## config.mk

```make
export PLATFORM = sky130hd
export DESIGN_NAME = spi_reg_slave_flat
export DESIGN_NICKNAME = d
export VERILOG_FILES = /design/src/rtl/spi_reg_slave_if.sv /design/src/rtl/spi_reg_slave.sv /design/src/flat_wrapper.sv
export SDC_FILE = /design/constraint.sdc
export NUM_CORES = 1
export LEC_CHECK = 0
export BUFFER_PORTS_ARGS = -buffer_cell sky130_fd_sc_hd__buf_2
export CORE_MARGIN = 2
export CORE_UTILIZATION = 50
export CTS_CLUSTER_SIZE = 10
export DETAILED_ROUTE_END_ITERATION = 7
export PLACE_DENSITY = 0.68
export SETUP_SLACK_MARGIN = 0.5
export SYNTH_ARGS = -nofsm -noshare
export SYNTH_HDL_FRONTEND = slang
export SYNTH_SLANG_ARGS = --single-unit
```

## constraint.sdc

```tcl
create_clock -name spiClk -period 2.87 [get_ports spiClk]
set_clock_uncertainty 0.05 [all_clocks]
set_input_delay 0.287 -clock spiClk [delete_from_list [all_inputs] [get_ports spiClk]]
set_output_delay 0.287 -clock spiClk [all_outputs]
set_load 0.01 [all_outputs]
```

## src/rtl/spi_reg_slave_if.sv

```systemverilog
// spi_reg_slave_if: SPI pins plus committed tuning/control outputs of the WSPR register front end
interface spi_reg_slave_if;
  logic nSpiCs;
  logic spiMosi;
  logic spiMiso;
  logic [31:0] tuningWord;
  logic tuneToggle;
  logic txEnable;
  logic [2:0] bandSel;
  logic [7:0] errCount;
  modport slave (
    input nSpiCs, spiMosi,
    output spiMiso, tuningWord, tuneToggle, txEnable, bandSel, errCount
  );
  modport master (
    output nSpiCs, spiMosi,
    input spiMiso, tuningWord, tuneToggle, txEnable, bandSel, errCount
  );
endinterface

```

## src/rtl/spi_reg_slave.sv

```systemverilog
// spi_reg_slave: decodes 40-bit SPI command frames into NCO tuning word, TX control and readback
module spi_reg_slave (
  input logic spiClk,
  input logic nReset,
  spi_reg_slave_if.slave bus
);
  logic [5:0] bitCount;
  logic [38:0] rxShift;
  logic [31:0] readShift, tunePend, tuneReg, readData, frameData;
  logic [7:0] cmd, frameCmd, errCnt;
  logic [3:0] ctrl;
  logic inFrame, tuneTog, csActive;
  assign csActive = ~bus.nSpiCs;
  assign cmd = {rxShift[6:0], bus.spiMosi};
  assign frameCmd = rxShift[38:31];
  assign frameData = {rxShift[30:0], bus.spiMosi};
  assign bus.spiMiso = readShift[31];
  assign bus.tuningWord = tuneReg;
  assign bus.tuneToggle = tuneTog;
  assign bus.txEnable = ctrl[0];
  assign bus.bandSel = ctrl[3:1];
  assign bus.errCount = errCnt;
  always_comb
    readData = cmd[6:0] == 7'd0 ? tuneReg :
               cmd[6:0] == 7'd1 ? tunePend :
               cmd[6:0] == 7'd3 ? {28'h0, ctrl} :
               cmd[6:0] == 7'd4 ? {16'h0, errCnt, 8'hA5} : 32'h0;
  // Chip select deassertion only rewinds the bit counter; all other state survives it
  always_ff @(posedge spiClk or posedge bus.nSpiCs)
    if (bus.nSpiCs) bitCount <= '0;
    else if (!nReset) bitCount <= '0;
    else if (bitCount != 6'd40) bitCount <= bitCount + 6'd1;
  always_ff @(posedge spiClk)
    if (!nReset) begin
      rxShift <= '0;
      readShift <= '0;
      tunePend <= '0;
      tuneReg <= '0;
      tuneTog <= 1'b0;
      ctrl <= '0;
      errCnt <= '0;
      inFrame <= 1'b0;
    end else if (csActive && bitCount != 6'd40) begin
      rxShift <= {rxShift[37:0], bus.spiMosi};
      if (bitCount == 6'd0) begin
        inFrame <= 1'b1;
        readShift <= '0;
        if (inFrame && errCnt != 8'hFF) errCnt <= errCnt + 8'd1;
      end
      if (bitCount == 6'd7) readShift <= cmd[7] ? readData : 32'h0;
      else if (bitCount >= 6'd8) readShift <= {readShift[30:0], 1'b0};
      if (bitCount == 6'd39) begin
        inFrame <= 1'b0;
        if (!frameCmd[7])
          case (frameCmd[6:0])
            7'd0: begin
              tuneReg <= frameData;
              tuneTog <= ~tuneTog;
            end
            7'd1: tunePend <= frameData;
            7'd2: begin
              tuneReg <= tunePend;
              tuneTog <= ~tuneTog;
            end
            7'd3: ctrl <= frameData[3:0];
            default: if (errCnt != 8'hFF) errCnt <= errCnt + 8'd1;
          endcase
      end
    end
endmodule

```

## src/flat_wrapper.sv

```systemverilog
// flat-port wrapper written by rule: the top's interface ports become plain ports
module spi_reg_slave_flat 
  (spiClk, nReset, bus_nSpiCs, bus_spiMosi, bus_spiMiso, bus_tuningWord, bus_tuneToggle, bus_txEnable, bus_bandSel, bus_errCount);
  spi_reg_slave_if bus_i ();
  input logic spiClk;
  input logic nReset;
  input wire logic [$bits(bus_i.nSpiCs)-1:0] bus_nSpiCs;
  input wire logic [$bits(bus_i.spiMosi)-1:0] bus_spiMosi;
  output wire logic [$bits(bus_i.spiMiso)-1:0] bus_spiMiso;
  output wire logic [$bits(bus_i.tuningWord)-1:0] bus_tuningWord;
  output wire logic [$bits(bus_i.tuneToggle)-1:0] bus_tuneToggle;
  output wire logic [$bits(bus_i.txEnable)-1:0] bus_txEnable;
  output wire logic [$bits(bus_i.bandSel)-1:0] bus_bandSel;
  output wire logic [$bits(bus_i.errCount)-1:0] bus_errCount;
  assign bus_i.nSpiCs = bus_nSpiCs;
  assign bus_i.spiMosi = bus_spiMosi;
  assign bus_spiMiso = bus_i.spiMiso;
  assign bus_tuningWord = bus_i.tuningWord;
  assign bus_tuneToggle = bus_i.tuneToggle;
  assign bus_txEnable = bus_i.txEnable;
  assign bus_bandSel = bus_i.bandSel;
  assign bus_errCount = bus_i.errCount;
  spi_reg_slave u_core (.spiClk(spiClk), .nReset(nReset), .bus(bus_i));
endmodule
```

==> results.json, run 1 <==
{
  "num-nets-final": 863,
  "synthToLayoutAreaGrowth_pct": 13.72,
  "worst_slew_pin_slew_ns": 1.129,
  "wl_per_cell_um": 17.01,
  "sequentialPowerShare": 0.473,
  "final_cell_area_um2": 7975,
  "clkPwrFrac": 0.471,
  "grt_pass1_vias": 5800,
  "hold_depth": 3,
  "final.period_utilization": 0.7951,
  "initial_utilization": 0.5092,
  "diodes": 0,
  "h-tree-depth": 4,
  "place_area_um2": 7325,
  "setup_viol_count_final": 0,
  "timing.critical_path.buf_inv": 0,
  "period_minus_slack_ns": 2.282,
  "cts_tree": "built",
  "drv_cap": 0,
  "die_y_um": 122.4,
  "vias_per_cell": 5.933,
  "wl_mm": 17.83,
  "r2r_end": "u_core.bus.errCount[6]$_SDFFE_PN0P_",
  "crit_fanout": 16,
  "sw_frac_of_total": 0.2266,
  "fp.dieW_um": 122.4,
  "finalHoldViolations": 0,
  "dieArea_um2": 14990,
  "hpwl_mm": 10.64,
  "design.core.area_um2": 13770,
  "worst_path_dominant_cell_family": "simple AND/OR/NAND/NOR gates",
  "path_cells": "ha_1 > nand4bb_1 > nor3b_2 > a32oi_4 > or4_1 > o211a_1",
  "rows": 43,
  "finalMaxSlewViolations": 0,
  "clk_pin_slew_ns": 0.06,
  "fmax_mhz": 438.2,
  "yosys_warnings": 0,
  "critPathKind": "reg -> reg",
  "nFillCells": 1282,
  "reg2regPathDepth": 6,
  "ys_types": 46,
  "rsz0062_at_grt": "yes",
  "finalSetupTns_ns": 0,
  "clock_latency_ns": 0.43,
  "cts_sinks": 155,
  "drtIter0Drc": 487,
  "cts_root_buffer": "clkbuf_16",
  "clock_path_buffers": 2,
  "syn_area_um2": 7013,
  "min_to": "u_core.rxShift[0]$_SDFFE_PN0P_",
  "syn-num-nets": 847,
  "cts_buffers": 17,
  "synth_edf_count": 0,
  "postCtsSetupRepairBufs": 0,
  "gp_congestion": 0.8411,
  "ant_nets": 0,
  "io_buffers": 49,
  "power_density_nw_per_um2": 593.1,
  "timing.slew.headroom": 0.2474,
  "leakage_nw": 2.837,
  "grt_first_pass_wirelength_mm": 28.88,
  "critPathMaxStageDelay_ns": 0.53,
  "p_sw_mw": 1.072,
  "firstDrtPassIters": 5,
  "combPwrFrac": 0.056,
  "route.detailed.drc": 0,
  "synthCells": 840,
  "start_kind": "register",
  "ir_drop_mv": 0.4003,
  "hold_class": "in -> reg",
  "drive_above_1_share": 0.2120,
  "grt_max_degree": 141,
  "status": "complete, no violations",
  "hp-start": "bus_spiMosi",
  "vias": 6218,
  "internal_power_mw": 3.659,
  "grt.total_usage": 0.2472,
  "cp.required_ns": 3.14,
  "arrival_ns": 2.55,
  "synth_top_flop_cell": "dfxtp_1",
  "cpMaxStageDelayCell": "or4_1",
  "end_kind": "register",
  "grt_antenna_before_repair": 0,
  "worstReg2RegStart": "u_core.bitCount[0]$_DFFE_PP0P_",
  "io_pins": 50,
  "reg2reg_slack_ns": 0.59,
  "avgSynthCellArea_um2": 8.349,
  "synthArstFlopShare": 0.03871,
  "yosysSeqAreaShare": 0.4467,
  "grt_remaining_overflow": 0,
  "ys_seq_elements": 155
}
==> worst max-delay path by stage <==
stage                                    from  slack (ns)  depth (start not counted)                                  end
2_1_floorplan  u_core.bitCount[0]$_DFFE_PP0P_        0.88                          7     u_core.tunePend[10]$_SDFFE_PN0P_
6_report       u_core.bitCount[0]$_DFFE_PP0P_        0.59                          6  u_core.bus.errCount[6]$_SDFFE_PN0P_
4_1_cts        u_core.bitCount[0]$_DFFE_PP0P_        0.53                          6  u_core.bus.errCount[6]$_SDFFE_PN0P_
3_3_place_gp   u_core.bitCount[0]$_DFFE_PP0P_        0.56                          6  u_core.bus.errCount[6]$_SDFFE_PN0P_
5_1_grt        u_core.bitCount[0]$_DFFE_PP0P_        0.45                          6  u_core.bus.errCount[6]$_SDFFE_PN0P_
3_5_place_dp   u_core.bitCount[0]$_DFFE_PP0P_        0.42                          6  u_core.bus.errCount[6]$_SDFFE_PN0P_
==> registers in the layout, summed over array words and instances (netlist names) <==
name,flops
u_core.bitCount,6
u_core.bus.errCount,8
u_core.bus.tuneToggle,1
u_core.bus.tuningWord,32
u_core.ctrl,4
u_core.inFrame,1
u_core.readShift,32
u_core.rxShift,39
u_core.tunePend,32
==> placed cells by master (no fill, tap or decap), types with 3 or more instances in the layout <==
master,count
a21oi_1,50
a221oi_1,30
a31oi_1,33
buf_12,3
buf_2,48
buf_4,15
clkbuf_16,17
clkbuf_8,8
dfrtp_1,6
dfxtp_1,149
ha_1,3
inv_1,5
mux2_2,20
mux2i_1,10
nand2_1,198
nand3_1,18
nand3_2,28
nand3b_1,3
nor2_1,45
nor2b_1,3
nor3_1,4
nor4_4,3
o21ai_0,53
o21ai_1,34
o21ai_2,28
o31ai_1,7
or3_1,4
or4_1,6
xnor2_1,4
==> routing by layer <==
metal  vias up  global-route usage  share of wire  routed length, um
li1       2988                   -              -                  -
met1      3027              0.3183           0.44               7906
met2       183              0.4076           0.48               8629
met3        20             0.05158          0.055                979
met4         0             0.09339          0.017                310
met5         -                   0              0                  0
==> timing repair <==
action / CTS / global route
resized for setup: 1 / 8
pin swaps: 0 / 0
setup endpoints to repair: 2 / 78
endpoints found under the hold margin: 6 / 0
hold buffers: 1 / 0
==> tightest hold or removal path, stage by stage <==
cell and delay, ns:
buf_2 0.27, nand2_1 0.12, a21oi_1 0.05
==> synthesized netlist by cell type, types with 2 or more instances <==
library cell	count	area (um^2)
or4_1	6	45.04
clkbuf_1	46	172.7
a221oi_1	30	262.8
nor4_4	2	42.54
xor2_1	2	17.52
nand2b_1	2	12.51
o21ai_1	34	170.2
o21ai_2	28	245.2
nand3_2	28	280.3
nor2b_1	3	18.77
inv_1	5	18.77
nand3b_1	3	22.52
xnor2_1	4	35.03
nand4_1	2	12.51
or3_1	4	25.02
a21oi_1	50	250.2
o31ai_1	7	52.55
o21ai_0	53	265.3
mux2i_1	10	100.1
nor4_2	2	25.02
dfxtp_1	149	2983
and3_1	2	12.51
ha_1	3	37.54
nor3b_1	2	15.01
nand2_1	198	743.2
dfrtp_1	6	150.1
mux2_2	20	225.2
a31oi_1	33	206.5
nand3_1	18	90.09
buf_2	16	80.08
buf_1	3	11.26
buf_6	7	78.83
nor2_1	46	172.7
nor3_1	4	20.02
==> power groups by stage <==
stage | Clock, mW | Combinational, mW | Sequential (mW)
2_1_floorplan | 0 | 0.194 | 2.27
3_3_place_gp | 0 | 0.244 | 2.28
3_5_place_dp | 0 | 0.252 | 2.28
4_1_cts | 2.26 | 0.255 | 2.24
5_1_grt | 2.36 | 0.291 | 2.24
6_report | 2.23 | 0.263 | 2.24
==> cells by family after synthesis <==
family	Yosys count	synth area share
buf+inv	78	0.05210
mux	30	0.04639
simple gates	328	0.2287
fa+ha+maj	3	0.005353
flops	155	0.4467
xor+xnor	6	0.007493
compound gates	240	0.2132
==> metrics by stage <==
stage	hold slack (ns)	util	power [mW]	cells	setup WS [ns]
6_report	0.3157	0.5790	4.730	1048	0.5880
5_1_grt	0.3428	0.5790	4.891	1048	0.4501
4_1_cts	0.3094	0.5762	4.747	1048	0.5255
3_5_place_dp	0.2339	0.5318	2.534	1016	0.4155
3_3_place_gp	0.2208	0.5318	2.525	1016	0.5627
2_1_floorplan	0.07442	-	2.466	840	0.8820
==> cell type report <==
| type | instances | area (um^2) | share of cell area |
|---|---|---|---|
| inverters | 6 | 22.52 | 0.002824 |
| multi-input cells | 607 | 3555 | 0.4457 |
| flip-flops and latches | 155 | 3133 | 0.3928 |
| clock buffers | 26 | 539.3 | 0.06762 |
| well taps | 180 | 225.2 | 0.02824 |
| repair buffers | 69 | 445.4 | 0.05585 |
| clock inverters | 5 | 55.05 | 0.006903 |
(Power assumes the default switching activity.)
==> run 2: changes to the inputs <==
==> constraint.sdc (replaced) <==
create_clock -name spiClk -period 2.4 [get_ports spiClk]
set_clock_uncertainty 0.05 [all_clocks]
set_input_delay 0.24 -clock spiClk [delete_from_list [all_inputs] [get_ports spiClk]]
set_output_delay 0.24 -clock spiClk [all_outputs]
set_load 0.01 [all_outputs]
==> run 2 against run 1 <==
Against the previous run: via count is 12% higher; setup slack worse by 0.22 ns; total power up 28%; die area is the same; routed wire length rose by 33%; largest power group is now the clock network; critical path depth is the same; clock power up 29%; core utilization rose by 11 points; critical endpoint unchanged; non-clock buffer count rose by 55.
==> results.json, run 2 (synthesized netlist as in run 1, its figures left out) <==
{
  "rsz0062_at_grt": "yes",
  "fmax_mhz": 492.8,
  "rows": 43,
  "clock_latency_ns": 0.44,
  "io_buffers": 49,
  "final.period_utilization": 0.8456,
  "clkPwrFrac": 0.475,
  "final_common_cell": "nand2_1",
  "start_kind": "register",
  "finalHoldViolations": 0,
  "hold_class": "in -> reg",
  "h-tree-depth": 4,
  "internal_power_mw": 4.593,
  "ir_drop_mv": 0.5577,
  "drtIter0Drc": 723,
  "fp.dieW_um": 122.4,
  "vias_per_cell": 6.313,
  "timing.slew.headroom": 0.5254,
  "design.core.area_um2": 13770,
  "grt_pass1_vias": 6315,
  "power_mw": 6.046,
  "cts_sinks": 155,
  "final_cell_area_um2": 9455,
  "combPwrFrac": 0.078,
  "critPathMaxStageDelay_ns": 0.52,
  "cts_tree": "built",
  "cp.required_ns": 2.68,
  "instances_no_fill": 1105,
  "leakage_nw": 3.403,
  "worst_slew_pin_slew_ns": 0.7109,
  "critPathKind": "reg -> reg",
  "clk_pin_slew_ns": 0.06,
  "grt_max_degree": 66,
  "gp_congestion": 0.8400,
  "initial_utilization": 0.5092,
  "period_minus_slack_ns": 2.029,
  "route.detailed.drc": 0,
  "drv_cap": 0,
  "end_kind": "register",
  "die_y_um": 122.4,
  "setup_viol_count_final": 0,
  "nFillCells": 1042,
  "cts_root_buffer": "clkbuf_16",
  "largest-register": "u_core.rxShift",
  "diodes": 0,
  "largest_reg_flops": 39,
  "path_cells": "ha_4 > nand4bb_4 > nor3b_4 > a32oi_4 > or4_4 > o211a_1",
  "wl_mm": 23.76,
  "ant_nets": 0,
  "p_sw_mw": 1.453,
  "cpMaxStageDelayCell": "or4_4",
  "power_density_nw_per_um2": 639.4,
  "sw_frac_of_total": 0.2403,
  "worst_path_dominant_cell_family": "simple AND/OR/NAND/NOR gates",
  "grt_remaining_overflow": 0,
  "firstDrtPassIters": 7,
  "synthToLayoutAreaGrowth_pct": 34.83,
  "arrival_ns": 2.30,
  "status": "complete, no violations",
  "post-route-util": 0.6865,
  "grt_first_pass_wirelength_mm": 33.83,
  "hpwl_mm": 11.23,
  "grt.total_usage": 0.2947,
  "dp_cells": 1025,
  "clock_path_buffers": 2,
  "place_area_um2": 7437,
  "crit_fanout": 7,
  "wl_per_cell_um": 21.50,
  "finalMaxSlewViolations": 0,
  "grt_antenna_before_repair": 0,
  "vias": 6976,
  "layout_common_cells": "195 x nand2_1, 145 x dfxtp_1, 48 x a21oi_1, 48 x buf_2, 46 x nor2_1",
  "finalSetupTns_ns": 0,
  "num-nets-final": 919,
  "sequentialPowerShare": 0.446,
  "io_pins": 50,
  "cts_buffers": 17,
  "dieArea_um2": 14990,
  "timing.critical_path.buf_inv": 0,
  "drive_above_1_share": 0.3459
}
-- run 2: cell types whose count changed in the layout (fill, tap and decap cells not counted), sizes merged --
cell	delta
a32oi	+1
buf	+46
bufinv	+2
clkbuf	+4
clkinvlp	+3
dlygate4sd3	+1
-- run 2: power by group through the flow --
stage | clock (mW) | combinational (mW) | sequential (mW)
2_1_floorplan | 0 | 0.233 | 2.72
3_3_place_gp | 0 | 0.302 | 2.73
3_5_place_dp | 0 | 0.311 | 2.73
4_1_cts | 2.87 | 0.342 | 2.68
5_1_grt | 3.00 | 0.504 | 2.70
6_report | 2.87 | 0.474 | 2.70
-- run 2: worst min-delay path, cell delays in order --
cell     delay, ns
buf_4         0.22
nand2_1       0.10
nor2_1        0.04
-- run 2: layout make-up --
type                            instances  area, um^2  area share
Tap cell                              180       225.2     0.02382
Clock buffer                           22       494.2     0.05227
Clock inverter                         10       137.6     0.01456
Timing Repair Buffer                  124        1320      0.1396
Inverter                                6       22.52    0.002382
Multi-Input combinational cell        608        4113      0.4350
Sequential cell                       155        3143      0.3324
-- run 2: metrics by stage --
step / hold WS (ns) / setup WS, ns
detailed placement: 0.1404 / 0.05862
CTS: 0.1559 / 0.3824
floorplan: 0.04909 / 0.5038
global route: 0.1969 / 0.3012
global placement: 0.1292 / 0.1958
finish: 0.1740 / 0.3706
-- run 2: repair_timing --
| action | in CTS | in global routing |
|---|---|---|
| setup endpoints to repair | 102 | 130 |
| cloned | 10 | 10 |
| buffers inserted | 17 | 9 |
| endpoints found under the hold margin | 6 | 0 |
| hold buffers | 2 | 0 |
| resized for setup | 40 | 117 |
| pin swaps | 17 | 14 |
-- run 2: worst paths after layout --
path,depth (start not counted),start,to,slack [ns]
setup / recovery,6,u_core.bitCount[1]$_DFFE_PP0P_,u_core.bus.errCount[6]$_SDFFE_PN0P_,0.37
hold / removal,3,nReset,u_core.inFrame$_SDFFE_PN0P_,0.17
setup reg to reg,6,u_core.bitCount[1]$_DFFE_PP0P_,u_core.bus.errCount[6]$_SDFFE_PN0P_,0.37
hold reg to reg,2,u_core.rxShift[35]$_SDFFE_PN0P_,u_core.rxShift[36]$_SDFFE_PN0P_,0.42
max in group asynchronous,4,bus_nSpiCs,u_core.bitCount[3]$_DFFE_PP0P_,1.67
min in group asynchronous,3,bus_nSpiCs,u_core.bitCount[1]$_DFFE_PP0P_,0.33
-- run 2: routing by layer --
metal | up-vias | wire length [um] | part of all wire | global-route usage
li1 | 3126 | - | - | -
met1 | 3342 | 9312 | 0.39 | 0.3727
met2 | 391 | 11320 | 0.48 | 0.4667
met3 | 117 | 1898 | 0.080 | 0.07342
met4 | 0 | 1228 | 0.052 | 0.1501
met5 | - | 0 | 0 | 0
==> run 3: changes to the inputs <==
--- a/config.mk
+++ b/config.mk
@@ -10,7 +10,7 @@
 export CORE_UTILIZATION = 50
 export CTS_CLUSTER_SIZE = 10
 export DETAILED_ROUTE_END_ITERATION = 7
-export PLACE_DENSITY = 0.68
+export PLACE_DENSITY = 0.71
 export SETUP_SLACK_MARGIN = 0.5
 export SYNTH_ARGS = -nofsm -noshare
 export SYNTH_HDL_FRONTEND = slang
==> constraint.sdc (replaced) <==
create_clock -name spiClk -period 1.6 [get_ports spiClk]
set_clock_uncertainty 0.05 [all_clocks]
set_input_delay 0.16 -clock spiClk [delete_from_list [all_inputs] [get_ports spiClk]]
set_output_delay 0.16 -clock spiClk [all_outputs]
set_load 0.01 [all_outputs]
==> run 3 against run 2 <==
Against the previous run: sequential share of layout area is 3.5 points lower; largest power group unchanged; via count is 8.3% higher; combinational power is 93% higher; the run now ends with setup timing left.
==> results.json, run 3 (synthesized netlist as in run 1, its figures left out) <==
{
  "cp_common_cell": "buf_6",
  "grt_max_degree": 58,
  "ir_drop_mv": 0.8488,
  "drv_cap": 0,
  "hold_class": "in -> reg",
  "sw_frac_of_total": 0.2492,
  "worstReg2RegStart": "u_core.rxShift[36]$_SDFFE_PN0P_",
  "largest-register": "u_core.rxShift",
  "cts_sinks": 155,
  "final_common_cell": "nand2_1",
  "finalMaxSlewViolations": 0,
  "final.period_utilization": 1.325,
  "violations": "setup timing",
  "largest_reg_flops": 39,
  "layout_common_cells": "147 x nand2_1, 103 x dfxtp_1, 74 x buf_6",
  "finalHoldViolations": 0,
  "crit_fanout": 6,
  "vias": 7555,
  "firstDrtPassIters": 8,
  "worst_path_dominant_cell_family": "simple AND/OR/NAND/NOR gates",
  "die_y_um": 122.4,
  "crit_start": "u_core.rxShift[36]$_SDFFE_PN0P_",
  "critPathMaxStageDelay_ns": 0.38,
  "power_density_nw_per_um2": 839.9,
  "rsz0062_at_grt": "yes",
  "clock_path_buffers": 2,
  "hp-start": "bus_spiMosi",
  "grt_pass1_vias": 6670,
  "fmax_mhz": 471.8,
  "io_pins": 50,
  "sequentialPowerShare": 0.441,
  "period_minus_slack_ns": 2.119,
  "grt_antenna_before_repair": 0,
  "fp.dieW_um": 122.4,
  "preCtsSetupSlack_ns": -0.4039,
  "clock_latency_ns": 0.44,
  "initial_utilization": 0.5092,
  "clk_pin_slew_ns": 0.06,
  "cts_buffers": 17,
  "timing.critical_path.buf_inv": 3,
  "dieArea_um2": 14990,
  "gp_congestion": 0.8192,
  "route.detailed.drc": 0,
  "design.core.area_um2": 13770,
  "status": "complete, but fails checks",
  "grt_first_pass_wirelength_mm": 34.09,
  "cts_root_buffer": "clkbuf_16",
  "internal_power_mw": 6.840,
  "grt.total_usage": 0.2929,
  "io_buffers": 49,
  "leakage_nw": 4.017,
  "fin_ws_ns": -0.5194,
  "hpwl_mm": 11.75,
  "rows": 43,
  "start_kind": "register",
  "dp_cells": 1086,
  "grt_remaining_overflow": 0,
  "ant_nets": 0,
  "p_sw_mw": 2.270,
  "drtIter0Drc": 881,
  "setup_viol_count_final": 149,
  "critPathKind": "reg -> reg",
  "post-route-util": 0.7875,
  "clkPwrFrac": 0.458,
  "cts_tree": "built",
  "wl_mm": 26.87,
  "path_cells": "nor2_1 > nand2_1 > buf_4 > nor4_4 > buf_6 > buf_6 > nand3_2 > o21ai_2",
  "num-nets-final": 992,
  "vias_per_cell": 6.413,
  "wl_per_cell_um": 22.81,
  "h-tree-depth": 4,
  "cp.required_ns": 1.91,
  "combPwrFrac": 0.101,
  "synthToLayoutAreaGrowth_pct": 54.67,
  "arrival_ns": 2.43,
  "worst_slew_pin_slew_ns": 0.5116,
  "drive_above_1_share": 0.5070,
  "diodes": 0,
  "instances_no_fill": 1178,
  "cpMaxStageDelayCell": "dfxtp_1",
  "timing.slew.headroom": 0.6585,
  "end_kind": "register"
}
-- run 3: cell types whose count changed in the layout (fill, tap and decap cells not counted), moves of 18 or more --
cell	delta
dfxtp_1	-42
buf_4	+32
a21oi_1	-41
nand2_2	+32
buf_2	-45
o21ai_1	+18
nand2_1	-48
a21oi_2	+40
dfxtp_2	+31
buf_6	+65
-- run 3: worst paths after layout --
check	end	slack, ns	cells after the start
min in group asynchronous	u_core.bitCount[1]$_DFFE_PP0P_	0.37	5
max reg2reg	u_core.tunePend[18]$_SDFFE_PN0P_	-0.52	8
min	u_core.rxShift[0]$_SDFFE_PN0P_	0.08	3
min reg2reg	u_core.ctrl[2]$_SDFFE_PN0P_	0.43	2
max in group asynchronous	u_core.bitCount[5]$_DFFE_PP0P_	1.00	5
max	u_core.tunePend[18]$_SDFFE_PN0P_	-0.52	8
-- run 3: routing by layer --
layer  up-vias  GRT usage  share of wire
met3       144    0.06273          0.091
li1       3267          -              -
met4         0     0.1487          0.053
met2       518     0.4729           0.48
met1      3626     0.3691           0.38
met5         -          0              0
-- run 3: layout make-up --
class | count | area (um^2)
Inverter | 6 | 22.52
Tap cell | 180 | 225.2
Fill cell | 735 | 2927
Multi-Input combinational cell | 612 | 4365
Clock buffer | 26 | 510.5
Sequential cell | 155 | 3223
Clock inverter | 6 | 82.58
Timing Repair Buffer | 193 | 2417
-- run 3: stage by stage --
step	setup TNS, ns	area (um^2)	power, mW	hold WS (ns)
detailed placement	-40.75	8117	4.694	0.2765
global route	-59.62	10850	9.304	0.07997
CTS	-36.62	9757	8.840	0.07280
floorplan	-15.20	7277	4.512	-0.03098
global placement	-33.94	8117	4.686	0.2713
finish	-51.13	10850	9.110	0.07692
-- run 3: power groups by stage --
stage	clock network, mW	logic [mW]	registers [mW]
2_1_floorplan	0	0.428	4.08
3_3_place_gp	0	0.588	4.10
3_5_place_dp	0	0.595	4.10
4_1_cts	4.11	0.717	4.01
5_1_grt	4.33	0.953	4.02
6_report	4.17	0.916	4.02
-- run 3: timing repair --
| action | in CTS | in global routing |
|---|---|---|
| buffers inserted | 15 | 17 |
| pin swaps | 29 | 61 |
| cloned | 14 | 13 |
| hold buffers | 1 | 0 |
| hold endpoints to repair | 6 | 0 |
| resized for setup | 163 | 180 |
| endpoints found under the setup margin | 201 | 201 |
-- run 3: worst reg2reg max path: cells and delay by family (launching register included) --
| family | cells | cell delay [ns] |
|---|---|---|
| DFF | 1 | 0.38 |
| AOI/OAI and AO/OA | 1 | 0.10 |
| and+or+nand+nor | 4 | 0.89 |
| buffers and inverters | 3 | 0.62 |
